### config.mk
export PLATFORM = sky130hd
export DESIGN_NAME = powerup_spawner_flat
export DESIGN_NICKNAME = d
export VERILOG_FILES = /design/src/rtl/powerup_spawner_if.sv /design/src/rtl/powerup_spawner.sv /design/src/flat_wrapper.sv
export SDC_FILE = /design/constraint.sdc
export NUM_CORES = 1
export LEC_CHECK = 0
export BUFFER_PORTS_ARGS = -buffer_cell sky130_fd_sc_hd__buf_2
export CORE_MARGIN = 1
export CORE_UTILIZATION = 49
export DETAILED_ROUTE_END_ITERATION = 10
export GPL_ROUTABILITY_DRIVEN = 1
export PLACE_DENSITY_LB_ADDON = 0.3
export SYNTH_ARGS = -nofsm -noshare
export SYNTH_HDL_FRONTEND = slang
export SYNTH_SLANG_ARGS = --single-unit
### constraint.sdc
create_clock -name frame_clk -period 1.89 [get_ports frame_clk]
set_clock_uncertainty 0.05 [all_clocks]
set_input_delay 0.378 -clock frame_clk [delete_from_list [all_inputs] [get_ports frame_clk]]
set_output_delay 0.378 -clock frame_clk [all_outputs]
set_load 0.005 [all_outputs]
### src/rtl/powerup_spawner_if.sv
// Drop bus between the spawner, the shared LFSR block and the per-slot sprite controllers.
// The spawner is the master: it samples slot status and random values and issues spawn requests.
interface powerup_spawner_if #(
    parameter int N_CH   = 2,
    parameter int LFSR_W = 9,
    parameter int POS_W  = 10
);
    logic [N_CH-1:0]   slot_busy;
    logic [LFSR_W-1:0] lfsr_pos;
    logic [LFSR_W-1:0] lfsr_timer;
    logic [N_CH-1:0]   spawn;
    logic [POS_W-1:0]  spawn_pos;

    modport master (
        input  slot_busy,
        input  lfsr_pos,
        input  lfsr_timer,
        output spawn,
        output spawn_pos
    );

    modport slave (
        output slot_busy,
        output lfsr_pos,
        output lfsr_timer,
        input  spawn,
        input  spawn_pos
    );
endinterface

### src/rtl/powerup_spawner.sv
// Game-session FSM and power-up drop scheduler: latches difficulty, counts down pseudo-random
// drop intervals and hands each drop to the next free slot in round-robin order.
module powerup_spawner #(
    parameter int N_CH       = 2,
    parameter int LFSR_W     = 9,
    parameter int TIMER_W    = 10,
    parameter int POS_W      = 10,
    parameter int POS_OFFSET = 84,
    parameter int FIRST_DROP = 511,
    parameter int MIN_GAP    = 30
) (
    input  logic                     frame_clk,
    input  logic                     Reset,
    input  logic                     easy_selected,
    input  logic                     normal_selected,
    input  logic                     hard_selected,
    input  logic                     pause,
    input  logic                     game_over,
    powerup_spawner_if.master        drop_bus,
    output logic                     start_game,
    output logic [1:0]               difficulty,
    output logic [7:0]               missed_drops
);
    localparam int PTR_W = (N_CH > 1) ? $clog2(N_CH) : 1;

    typedef enum logic [1:0] {IDLE, RUN, PAUSED, OVER} state_t;

    state_t             state_q, state_d;
    logic [TIMER_W-1:0] timer_q, timer_d;
    logic [PTR_W-1:0]   ptr_q, ptr_d;
    logic [1:0]         diff_q, diff_d;
    logic [N_CH-1:0]    spawn_q, spawn_d;
    logic [POS_W-1:0]   pos_q, pos_d;
    logic [7:0]         missed_q, missed_d;
    logic               start_q, start_d;
    logic               any_sel;
    logic               slot_found;
    logic [PTR_W-1:0]   slot_sel;

    function automatic logic [7:0] sat_inc(input logic [7:0] v);
        return (v == 8'hFF) ? v : v + 8'd1;
    endfunction

    // Harder levels shorten the interval, but never below the minimum gap.
    function automatic logic [TIMER_W-1:0] reload_val(input logic [LFSR_W-1:0] lt,
                                                      input logic [1:0] sh);
        logic [TIMER_W-1:0] r;
        r = TIMER_W'(lt) >> sh;
        return (r < TIMER_W'(MIN_GAP)) ? TIMER_W'(MIN_GAP) : r;
    endfunction

    assign any_sel = easy_selected | normal_selected | hard_selected;

    // Scanning from the farthest offset down leaves the nearest free slot in slot_sel.
    always_comb begin
        slot_found = 1'b0;
        slot_sel   = '0;
        for (int k = N_CH - 1; k >= 0; k--) begin
            if (!drop_bus.slot_busy[(int'(ptr_q) + k) % N_CH]) begin
                slot_found = 1'b1;
                slot_sel   = PTR_W'((int'(ptr_q) + k) % N_CH);
            end
        end
    end

    always_comb begin
        state_d  = state_q;
        timer_d  = timer_q;
        ptr_d    = ptr_q;
        diff_d   = diff_q;
        spawn_d  = '0;
        pos_d    = pos_q;
        missed_d = missed_q;
        unique case (state_q)
            IDLE: begin
                if (any_sel) begin
                    state_d  = RUN;
                    diff_d   = hard_selected ? 2'd2 : (normal_selected ? 2'd1 : 2'd0);
                    timer_d  = TIMER_W'(FIRST_DROP);
                    ptr_d    = '0;
                    missed_d = '0;
                end
            end
            RUN: begin
                if (game_over) begin
                    state_d = OVER;
                end else if (pause) begin
                    state_d = PAUSED;
                end else if (timer_q != '0) begin
                    timer_d = timer_q - TIMER_W'(1);
                end else begin
                    timer_d = reload_val(drop_bus.lfsr_timer, diff_q);
                    if (slot_found) begin
                        spawn_d = N_CH'(1) << slot_sel;
                        pos_d   = POS_W'(drop_bus.lfsr_pos) + POS_W'(POS_OFFSET);
                        ptr_d   = PTR_W'((int'(slot_sel) + 1) % N_CH);
                    end else begin
                        missed_d = sat_inc(missed_q);
                    end
                end
            end
            PAUSED: begin
                if (game_over)  state_d = OVER;
                else if (!pause) state_d = RUN;
            end
            OVER: begin
                // Wait for every button to be released so a held select cannot restart play.
                if (!game_over && !any_sel) state_d = IDLE;
            end
            default: state_d = IDLE;
        endcase
        start_d = (state_d == RUN) || (state_d == PAUSED);
    end

    always_ff @(posedge frame_clk or posedge Reset) begin
        if (Reset) begin
            state_q  <= IDLE;
            timer_q  <= '0;
            ptr_q    <= '0;
            diff_q   <= '0;
            spawn_q  <= '0;
            pos_q    <= '0;
            missed_q <= '0;
            start_q  <= 1'b0;
        end else begin
            state_q  <= state_d;
            timer_q  <= timer_d;
            ptr_q    <= ptr_d;
            diff_q   <= diff_d;
            spawn_q  <= spawn_d;
            pos_q    <= pos_d;
            missed_q <= missed_d;
            start_q  <= start_d;
        end
    end

    assign start_game         = start_q;
    assign difficulty         = diff_q;
    assign missed_drops       = missed_q;
    assign drop_bus.spawn     = spawn_q;
    assign drop_bus.spawn_pos = pos_q;
endmodule

### src/flat_wrapper.sv
// flat-port wrapper written by rule: the top's interface ports become plain ports
module powerup_spawner_flat 
#(
    parameter int N_CH       = 2,
    parameter int LFSR_W     = 9,
    parameter int TIMER_W    = 10,
    parameter int POS_W      = 10,
    parameter int POS_OFFSET = 84,
    parameter int FIRST_DROP = 511,
    parameter int MIN_GAP    = 30
)
  (frame_clk, Reset, easy_selected, normal_selected, hard_selected, pause, game_over, start_game, difficulty, missed_drops, drop_bus_slot_busy, drop_bus_lfsr_pos, drop_bus_lfsr_timer, drop_bus_spawn, drop_bus_spawn_pos);
  powerup_spawner_if #(.N_CH(N_CH), .LFSR_W(LFSR_W), .POS_W(POS_W)) drop_bus_i ();
  input  logic frame_clk;
  input  logic Reset;
  input  logic easy_selected;
  input  logic normal_selected;
  input  logic hard_selected;
  input  logic pause;
  input  logic game_over;
  output logic start_game;
  output logic [1:0] difficulty;
  output logic [7:0] missed_drops;
  input wire logic [$bits(drop_bus_i.slot_busy)-1:0] drop_bus_slot_busy;
  input wire logic [$bits(drop_bus_i.lfsr_pos)-1:0] drop_bus_lfsr_pos;
  input wire logic [$bits(drop_bus_i.lfsr_timer)-1:0] drop_bus_lfsr_timer;
  output wire logic [$bits(drop_bus_i.spawn)-1:0] drop_bus_spawn;
  output wire logic [$bits(drop_bus_i.spawn_pos)-1:0] drop_bus_spawn_pos;
  assign drop_bus_i.slot_busy = drop_bus_slot_busy;
  assign drop_bus_i.lfsr_pos = drop_bus_lfsr_pos;
  assign drop_bus_i.lfsr_timer = drop_bus_lfsr_timer;
  assign drop_bus_spawn = drop_bus_i.spawn;
  assign drop_bus_spawn_pos = drop_bus_i.spawn_pos;
  powerup_spawner #(.N_CH(N_CH), .LFSR_W(LFSR_W), .TIMER_W(TIMER_W), .POS_W(POS_W), .POS_OFFSET(POS_OFFSET), .FIRST_DROP(FIRST_DROP), .MIN_GAP(MIN_GAP)) u_core (.frame_clk(frame_clk), .Reset(Reset), .easy_selected(easy_selected), .normal_selected(normal_selected), .hard_selected(hard_selected), .pause(pause), .game_over(game_over), .drop_bus(drop_bus_i), .start_game(start_game), .difficulty(difficulty), .missed_drops(missed_drops));
endmodule
### Yosys cells after proc, flatten, opt, wreduce, memory -nomap -nowiden

Cells that the tools add are included.

| word-level totals | value |
|---|---|
| flip-flop bits (word level) | 36 |

| operators by class | value |
|---|---|
| equal/unequal tests | 13 |
| order comparisons | 3 |
| bitwise operators | 6 |
| reduce and logical (&&, ||, !) cells | 12 |
| shift-type cells | 2 |
| add/subtract/negate cells | 5 |
| mux-type cells | 42 |

Operators with widths:

| operator | number |
|---|---|
| 10-bit two-way mux | 5 |
| 8-bit two-way mux | 6 |
| 2-bit two-way mux | 12 |
| 10-bit case mux with 2 select lines | 1 |
| 8-bit case mux with 2 select lines | 1 |
| 1-bit two-way mux | 15 |
| 9-bit by 7-bit adder with 10-bit output, second input constant | 1 |
| 10-bit by 5-bit < comparator with 1-bit output, second input constant | 1 |
| 2-bit inequality test, second input constant | 5 |
| 10-bit nonzero test | 1 |
| 9-bit by 2-bit >> shifter with 10-bit output | 1 |
| 10-bit by 1-bit subtractor with 10-bit output, second input constant | 1 |
| 8-bit by 1-bit adder with 8-bit output, second input constant | 1 |
| 8-bit == test, second input constant | 1 |
| 2-bit case mux with 4 select lines | 1 |
| 7-bit AND reduction | 1 |
| 2-bit == test, second input constant | 3 |
| 6-bit AND reduction | 1 |
| 5-bit AND reduction | 1 |
| 2-bit by 1-bit == test with 1-bit output, second input constant | 2 |
| 2-bit by 1-bit inequality test with 1-bit output, second input constant | 2 |
| 4-bit AND reduction | 1 |
| 2-bit by 3-bit < comparator with 1-bit output, second input constant | 1 |
| 1-bit inverter | 3 |
| 12 further kinds | 15 |

### Logic depth before layout (Yosys ltp)

Gate-level depths: netlist (run 1).

| depth | value |
|---|---|
| depth after elaboration | 13 |
| gate-level depth with buffers | 8 |

### Least setup slack after synthesis (run 1)

No wires, ideal clock.

| path | value |
|---|---|
| kind | reg-to-reg |
| start point | reg u_core.timer_q[0] |
| end point | reg u_core.pos_q[0] (netlist: u_core.drop_bus.spawn_pos[0]) |
| data required time | 1.712 ns |
| arrival time | 1.814 ns |
| path buffers | 1 |
| stages on the path, launching flop included | 8 |
| clock period less this slack | 1.992 ns |
| setup slack | -0.102 ns |
| path through | dfrtp_1 > inv_1 > ha_1 > nor4b_2 > nand3_1 > nor2_1 > buf_4 > mux2_1 |

| on the way | value |
|---|---|
| cells in the longest elaborated chain, start to end | 3 |

Ends and longest elaborated chain:

| item | line | RTL |
|---|---|---|
| start: declaration | powerup_spawner.sv:29 | `logic [TIMER_W-1:0] timer_q, timer_d;` |
| start signal: assignment | powerup_spawner.sv:127 | `timer_q <= timer_d;` |
| 10-bit nonzero test | powerup_spawner.sv:89 | `end else if (timer_q != '0) begin` |
| 1-bit inverter (no line) | n/a |  |
| 5-bit AND reduction (no line) | n/a |  |
| end signal: assignment | powerup_spawner.sv:131 | `pos_q <= pos_d;` |
| end: declaration | powerup_spawner.sv:33 | `logic [POS_W-1:0] pos_q, pos_d;` |

Every way passes these cells.
A chain may end at the register's enable or synchronous reset.

### Worst setup path in the final report (run 1)

| path | value |
|---|---|
| start point | reg u_core.missed_q[1] (netlist: u_core.missed_drops[1]) |
| end point | reg u_core.missed_q[6] (netlist: u_core.missed_drops[6]) |

| on the way | value |
|---|---|
| cells in the longest elaborated chain, start to end | 7 |

Ends and longest elaborated chain:

| item | line | RTL |
|---|---|---|
| start: declaration | powerup_spawner.sv:34 | `logic [7:0] missed_q, missed_d;` |
| start signal: assignment | powerup_spawner.sv:132 | `missed_q <= missed_d;` |
| 8-bit by 1-bit adder with 8-bit output | powerup_spawner.sv:41 | `return (v == 8'hFF) ? v : v + 8'd1;` |
| 8-bit two-way mux | powerup_spawner.sv:41 |  |
| 8-bit two-way mux | powerup_spawner.sv:93 | `if (slot_found) begin` |
| 8-bit two-way mux | powerup_spawner.sv:89 |  |
| 8-bit two-way mux | powerup_spawner.sv:87 | `end else if (pause) begin` |
| 8-bit two-way mux | powerup_spawner.sv:85 | `if (game_over) begin` |
| 8-bit case mux with 2 select lines | powerup_spawner.sv:74 | `unique case (state_q)` |

Parallel ways exist; a longest one is shown, timed or not. The select of a mux whose other input is x is not followed.

==> results of run 1 <==
## layout make-up
class | instances | share of cell area
clock inverters | 3 | 0.0130
well taps | 52 | 0.0199
multi-input cells | 179 | 0.451
clock buffers | 5 | 0.0210
flip-flops and latches | 36 | 0.276
inverters | 11 | 0.0126
repair buffers | 102 | 0.206
## critical path, delay by kind of cell (launching register included)
kind,cells,cell delay (ps)
and+or+nand+nor,3,810
AOI/OAI and AO/OA,2,450
DFF,1,390
adders and majority gates,1,200
## kinds of logic after synthesis
family,synth area share
buffers and inverters,0.0333
AND/OR/NAND/NOR,0.206
multiplexers,0.108
XOR/XNOR,0.0194
adder cells (fa/ha/maj),0.0222
flip-flops,0.399
AO/OA/AOI/OAI,0.212
## routing by layer
| layer | routed length [um] | global-route usage |
|---|---|---|
| met5 | 0 | 0 |
| met4 | 144 | 0.113 |
| met3 | 498 | 0.0519 |
| met2 | 3330 | 0.432 |
| met1 | 2700 | 0.346 |
## cell usage in the layout (no fill, tap or decap), drive strengths merged, types with 5 or more instances in the layout
cell type and count:
inv 11, mux2 8, mux4 5, buf 102
or3 5, clkbuf 5, o21ai 20, nor2b 5
nor2 18, a21oi 21, nor3 6, nand2 16
dfrtp 36
## synth_stat cells, drive strengths merged, types with 5 or more instances
library cell and number:
or3 5, o21ai 20, mux4 5, inv 11, mux2 8, nor3 6, dfrtp 36, nor2 18
buf 5, a21oi 21, nand2 16, nor2b 5
## what timing repair did
item | in CTS | in global routing
gates resized for setup | 14 | 28
hold buffers | 0 | 0
endpoints found under the setup margin | 11 | 23
hold endpoints to repair | 0 | 0
setup buffers | 4 | 7
pin swaps | 7 | 12
## where the power goes
group | internal [W] | leakage, nW | switching, W | total [W]
Combinational | 0.000430 | 0.971 | 0.000411 | 0.000840
Clock | 0.000390 | 0.0541 | 0.000300 | 0.000690
Sequential | 0.000866 | 0.439 | 0.000143 | 0.00101
## path summary, 6_finish.rpt
| path | from | endpoint | slack (ps) | depth (start not counted) |
|---|---|---|---|---|
| worst max-delay path | u_core.missed_drops[1] | u_core.missed_drops[6] | -70 | 6 |
| worst min-delay path | Reset | u_core.drop_bus.spawn_pos[1] | 130 | 3 |
| worst max register to register | u_core.missed_drops[1] | u_core.missed_drops[6] | -70 | 6 |
| worst min register to register | u_core.drop_bus.spawn_pos[4] | u_core.drop_bus.spawn_pos[4] | 460 | 1 |
| max in group asynchronous | Reset | u_core.state_q[0] | 1320 | 3 |
| min in group frame_clk | drop_bus_lfsr_pos[2] | u_core.drop_bus.spawn_pos[2] | 240 | 2 |
## stage by stage
| stage | utilization | setup WS, ps | cell area, um2 | total power [W] | hold slack [ps] |
|---|---|---|---|---|---|
| 2_1_floorplan | - | -5.32 | 2280 | 0.00138 | 401 |
| 3_3_place_gp | 0.658 | -49.4 | 2890 | 0.00171 | 415 |
| 3_5_place_dp | 0.658 | -85.9 | 2890 | 0.00173 | 424 |
| 5_1_grt | 0.747 | -172 | 3280 | 0.00267 | 168 |
| 4_1_cts | 0.707 | -18.3 | 3100 | 0.00247 | 151 |
| 6_report | 0.747 | -68.2 | 3280 | 0.00254 | 128 |
## sequential cells by signal (all words and copies together), names as in the netlist
signal / flops
u_core.start_game: 1
u_core.missed_drops: 8
u_core.drop_bus.spawn_pos: 10
u_core.difficulty: 2
u_core.ptr_q: 1
u_core.state_q: 2
u_core.timer_q: 10
u_core.drop_bus.spawn: 2
==> summary.md, run 1 <==
| Metric | Value |
|---|---|
| Status | complete, but fails checks |
| Violated checks | setup timing |
| Tmin final | 1960 ps |
| Synth cell types | 59 |
| Leak | 1.46 nW |
| Final WS setup | -68.2 ps |
| Startpoint type of the worst setup path | flop |
| Ys flop type | dfrtp_1 |
| Final WL | 6.67 mm |
| Clk buf depth | 2 |
| Core area | 4380 um2 |
| Post-Synthesis Cell Area | 2260 um2 |
| Vias in the first global route | 2162 |
| Die area | 4880 um2 |
| Final net count | 366 |
| Post-Syn Area per Cell | 9.69 um2 |
| DPL Wire Length | 4.31 mm |
| FP Rows | 24 |
| Ys Warns | 0 |
| Max VDD drop | 0.000480 V |
| Worst hold path type | input port to async pin |
| Slowest CP cell | or4_1 |
| RSZ-0062 raised after global routing | yes |
| Register Area | 903 um2 |
| Number of flops mapped to enable cells by yosys | 0 |
| Fmax | 0.511 GHz |
| Synth top area share | 0.399 |
| All-Layer GR Usage | 0.266 |
| Worst-skew pair later-pin latency | 300 ps |
| Clock-pin slew on the worst setup and hold paths | 80 ps |
| # fillers | 294 |
| Initial antenna violation count | 0 |
| Syn-to-layout area delta | 45.1% |
| Count of final setup violators | 6 |
| Endpoint class of the critical path | flop |
| DR vias | 2353 |
| FFs w/ async S/R, synth | 1.00 |
| CP Class | flop to flop |
| Initial DRC count | 312 |
| Crit-path max FO | 6 |
| Crit path DAT | 2150 ps |
| I/O Pins | 50 |
| CTS buffer count | 5 |
| Crit path cell chain | ha_2, and4b_1, a32oi_4, o21ai_4, or4_1, nand2_1 |
| #FFs+latches synth | 36 |
| CTS tree | done |
| Remaining Overflow, GRT | 0 |
| Inst Count DP | 369 |
| Largest net degree at the start of global routing | 37 |
| Worst-Margin Slew | 467 ps |
| Power Density | 775 nW/um2 |
| Antenna diodes | 0 |
| Slew headroom | 0.688 |
| Slowest stage delay, CP | 490 ps |
| H-Tree Depth | 2 |
| First-pass GRT wire length | 10.1 mm |
| GPL Wtd Cong | 0.967 |
| Detailed Routing Iterations Pass 1 | 5 |
| Data required, critical path | 2080 ps |
| Sequential area share after synthesis | 0.399 |
| Routed WL per cell | 17.2 um |
| Drt drc | 0 |
| Initial Util | 0.515 |
| Post-synth top area cell | dfrtp_1 |
| Final hold vios | 0 |
| Port bufs | 49 |
| Multi-input logic area | 1480 um2 |
| Synth area leaders | dfrtp_1 (40%), mux4_2 (5.0%), a21oi_1 (4.7%) |
| Slew Limit Fails | 0 |
| CTS Sinks | 36 |
| Chip Height | 69.9 um |
| Share of layout cells above drive strength 1 | 0.473 |
| Total negative slack | -219 ps |
| Syn nets | 264 |
| Fin cells | 388 |
| Post-synthesis cell count | 233 |
| Vias per cell | 6.06 |
| Post-route ant nets | 0 |
| Root buf cell | clkbuf_8 |
| Die width | 69.9 um |
| Period utilization | 1.04 |
| MaxCap Viol Count | 0 |
(Power assumes the default switching activity.)
==> run 2: changes to the inputs <==
Settings changed: CORE_UTILIZATION 49 to 54.
Clock period 1.89 ns to 2.1 ns, I/O delays scaled along.
==> run 2 against run 1 <==
Effect of this change:
- first-iteration DRC count shrank 47%
- total power down 17%
- the flow now finishes without violations
- clock-buffer cell count unchanged
- design area fell by 13%
- largest power group unchanged
- wire length down 18%
==> summary.md, run 2 (synthesis gave the netlist of run 1 again) <==
| Metric | Value |
|---|---|
| Post-CTS Hold Fix Bufs | 0 |
| Commonest non-fill, non-tap cell in the layout | buf_2 |
| Post-route ant nets | 0 |
| Startpoint type of the worst setup path | flop |
| Antenna diodes | 0 |
| Leak | 1.27 nW |
| Vias per cell | 5.97 |
| I/O Pins | 50 |
| Initial antenna violation count | 0 |
| Chip Height | 66.7 um |
| Slew headroom | 0.543 |
| Crit path cell chain | ha_1, and4b_1, a32oi_2, o2111ai_4, or3_4, a21oi_2 |
| Critical Path Start | u_core.missed_drops[1] |
| Worst-skew pair later-pin latency | 290 ps |
| Core area | 4000 um2 |
| Final net count | 334 |
| First-pass GRT wire length | 8.94 mm |
| Worst R2R Setup Slack | 70 ps |
| Detailed Routing Iterations Pass 1 | 4 |
| Slowest CP cell | dfrtp_1 |
| Util after Layout | 0.716 |
| Tmin final | 2030 ps |
| Worst-Margin Slew | 683 ps |
| Count of final setup violators | 0 |
| DPL Wire Length | 4.02 mm |
| CP Class | flop to flop |
| Die width | 66.7 um |
| Status | finished, final reports clean |
| Initial DRC count | 165 |
| Clk buf depth | 2 |
| MaxCap Viol Count | 0 |
| CP endpoint | u_core.missed_drops[5] |
| FP Rows | 23 |
| Syn-to-layout area delta | 26.9% |
| Share of layout cells above drive strength 1 | 0.345 |
| Final WS setup | 70.1 ps |
| Period utilization | 0.967 |
| Die area | 4440 um2 |
| DR vias | 2115 |
| Clock-pin slew on the worst setup and hold paths | 80 ps |
| Slew Limit Fails | 0 |
| Initial Util | 0.564 |
| Commonest non-fill, non-tap cells in the layout | buf_2 (49), dfrtp_1 (36), buf_4 (21) |
| Vias in the first global route | 2034 |
| Port bufs | 49 |
| Largest net degree at the start of global routing | 37 |
| H-Tree Depth | 2 |
| Remaining Overflow, GRT | 0 |
| Final WL | 5.47 mm |
| CTS tree | done |
| Root buf cell | clkbuf_8 |
| Data required, critical path | 2270 ps |
| Final hold vios | 0 |
| Max VDD drop | 0.000579 V |
| CTS Sinks | 36 |
| Slowest stage delay, CP | 450 ps |
| Power Density | 735 nW/um2 |
| Fmax | 0.493 GHz |
| Endpoint class of the critical path | flop |
| All-Layer GR Usage | 0.268 |
| Pre-CTS setup slack | 75.2 ps |
| Reg2reg end | u_core.missed_drops[5] |
| Worst hold path type | input port to async pin |
| Routed WL per cell | 15.4 um |
| Crit-path max FO | 6 |
| CTS buffer count | 5 |
| Cell count of the worst reg-to-reg path | 6 |
| Drt drc | 0 |
| Crit path DAT | 2200 ps |
| GPL Wtd Cong | 0.851 |
| Reg2reg start | u_core.missed_drops[1] |
==> run 2: changes by cell type in the layout (fill, tap and decap cells not counted), sizes merged <==
cell	delta
buf	-32
==> run 2: cell type report <==
class                   count  area [um2]
multi-input cells         179        1350
fillers                   314        1130
flip-flops and latches     36         901
repair buffers             70         403
clock buffers               5        68.8
well taps                  50        62.6
clock inverters             3        42.5
inverters                  11        41.3
==> run 2: worst max-delay path, delay by kind of cell, from the launching register on <==
family	cells	cell delay, ps
AOI/OAI and AO/OA	3	610
adders and majority gates	1	250
DFF	1	450
and+or+nand+nor	2	610
==> run 2: how the worst min path moves through the flow <==
| stage | cells after the start | end | slack [ps] |
|---|---|---|---|
| after floorplan | 1 | u_core.timer_q[9] | 420 |
| after detailed placement | 1 | u_core.drop_bus.spawn_pos[3] | 420 |
| after global routing | 3 | u_core.missed_drops[6] | 240 |
| after global placement | 1 | u_core.drop_bus.spawn_pos[5] | 410 |
| final | 3 | u_core.missed_drops[6] | 180 |
| after CTS | 3 | u_core.missed_drops[6] | 180 |
==> run 2: power breakdown <==
group	total (W)	switching (W)	internal (W)
Combinational	0.000554	0.000275	0.000278
Clock	0.000621	0.000270	0.000351
Sequential	0.000931	0.000152	0.000778
==> run 2: routing by layer <==
layer / GRT usage / vias to the layer above / wire length (um)
met1: 0.333 / 1011 / 2330
met3: 0.0565 / 13 / 266
met2: 0.458 / 65 / 2770
met5: 0 / - / 0
li1: - / 1026 / -
met4: 0.0851 / 0 / 98
==> run 2: metrics by stage <==
stage	power (W)	area [um2]	std cells	hold WS [ps]	setup TNS [ps]
floorplan	0.00124	2260	233	425	0
global placement	0.00143	2690	346	414	0
detailed placement	0.00145	2690	346	424	0
CTS	0.00207	2800	354	184	0
global route	0.00223	2870	354	243	-13.2
finish	0.00211	2870	354	180	0
==> run 2: repair_timing <==
action | CTS | global route
setup endpoints to repair | 0 | 21
setup buffers | 0 | 0
gates resized for setup | 0 | 12
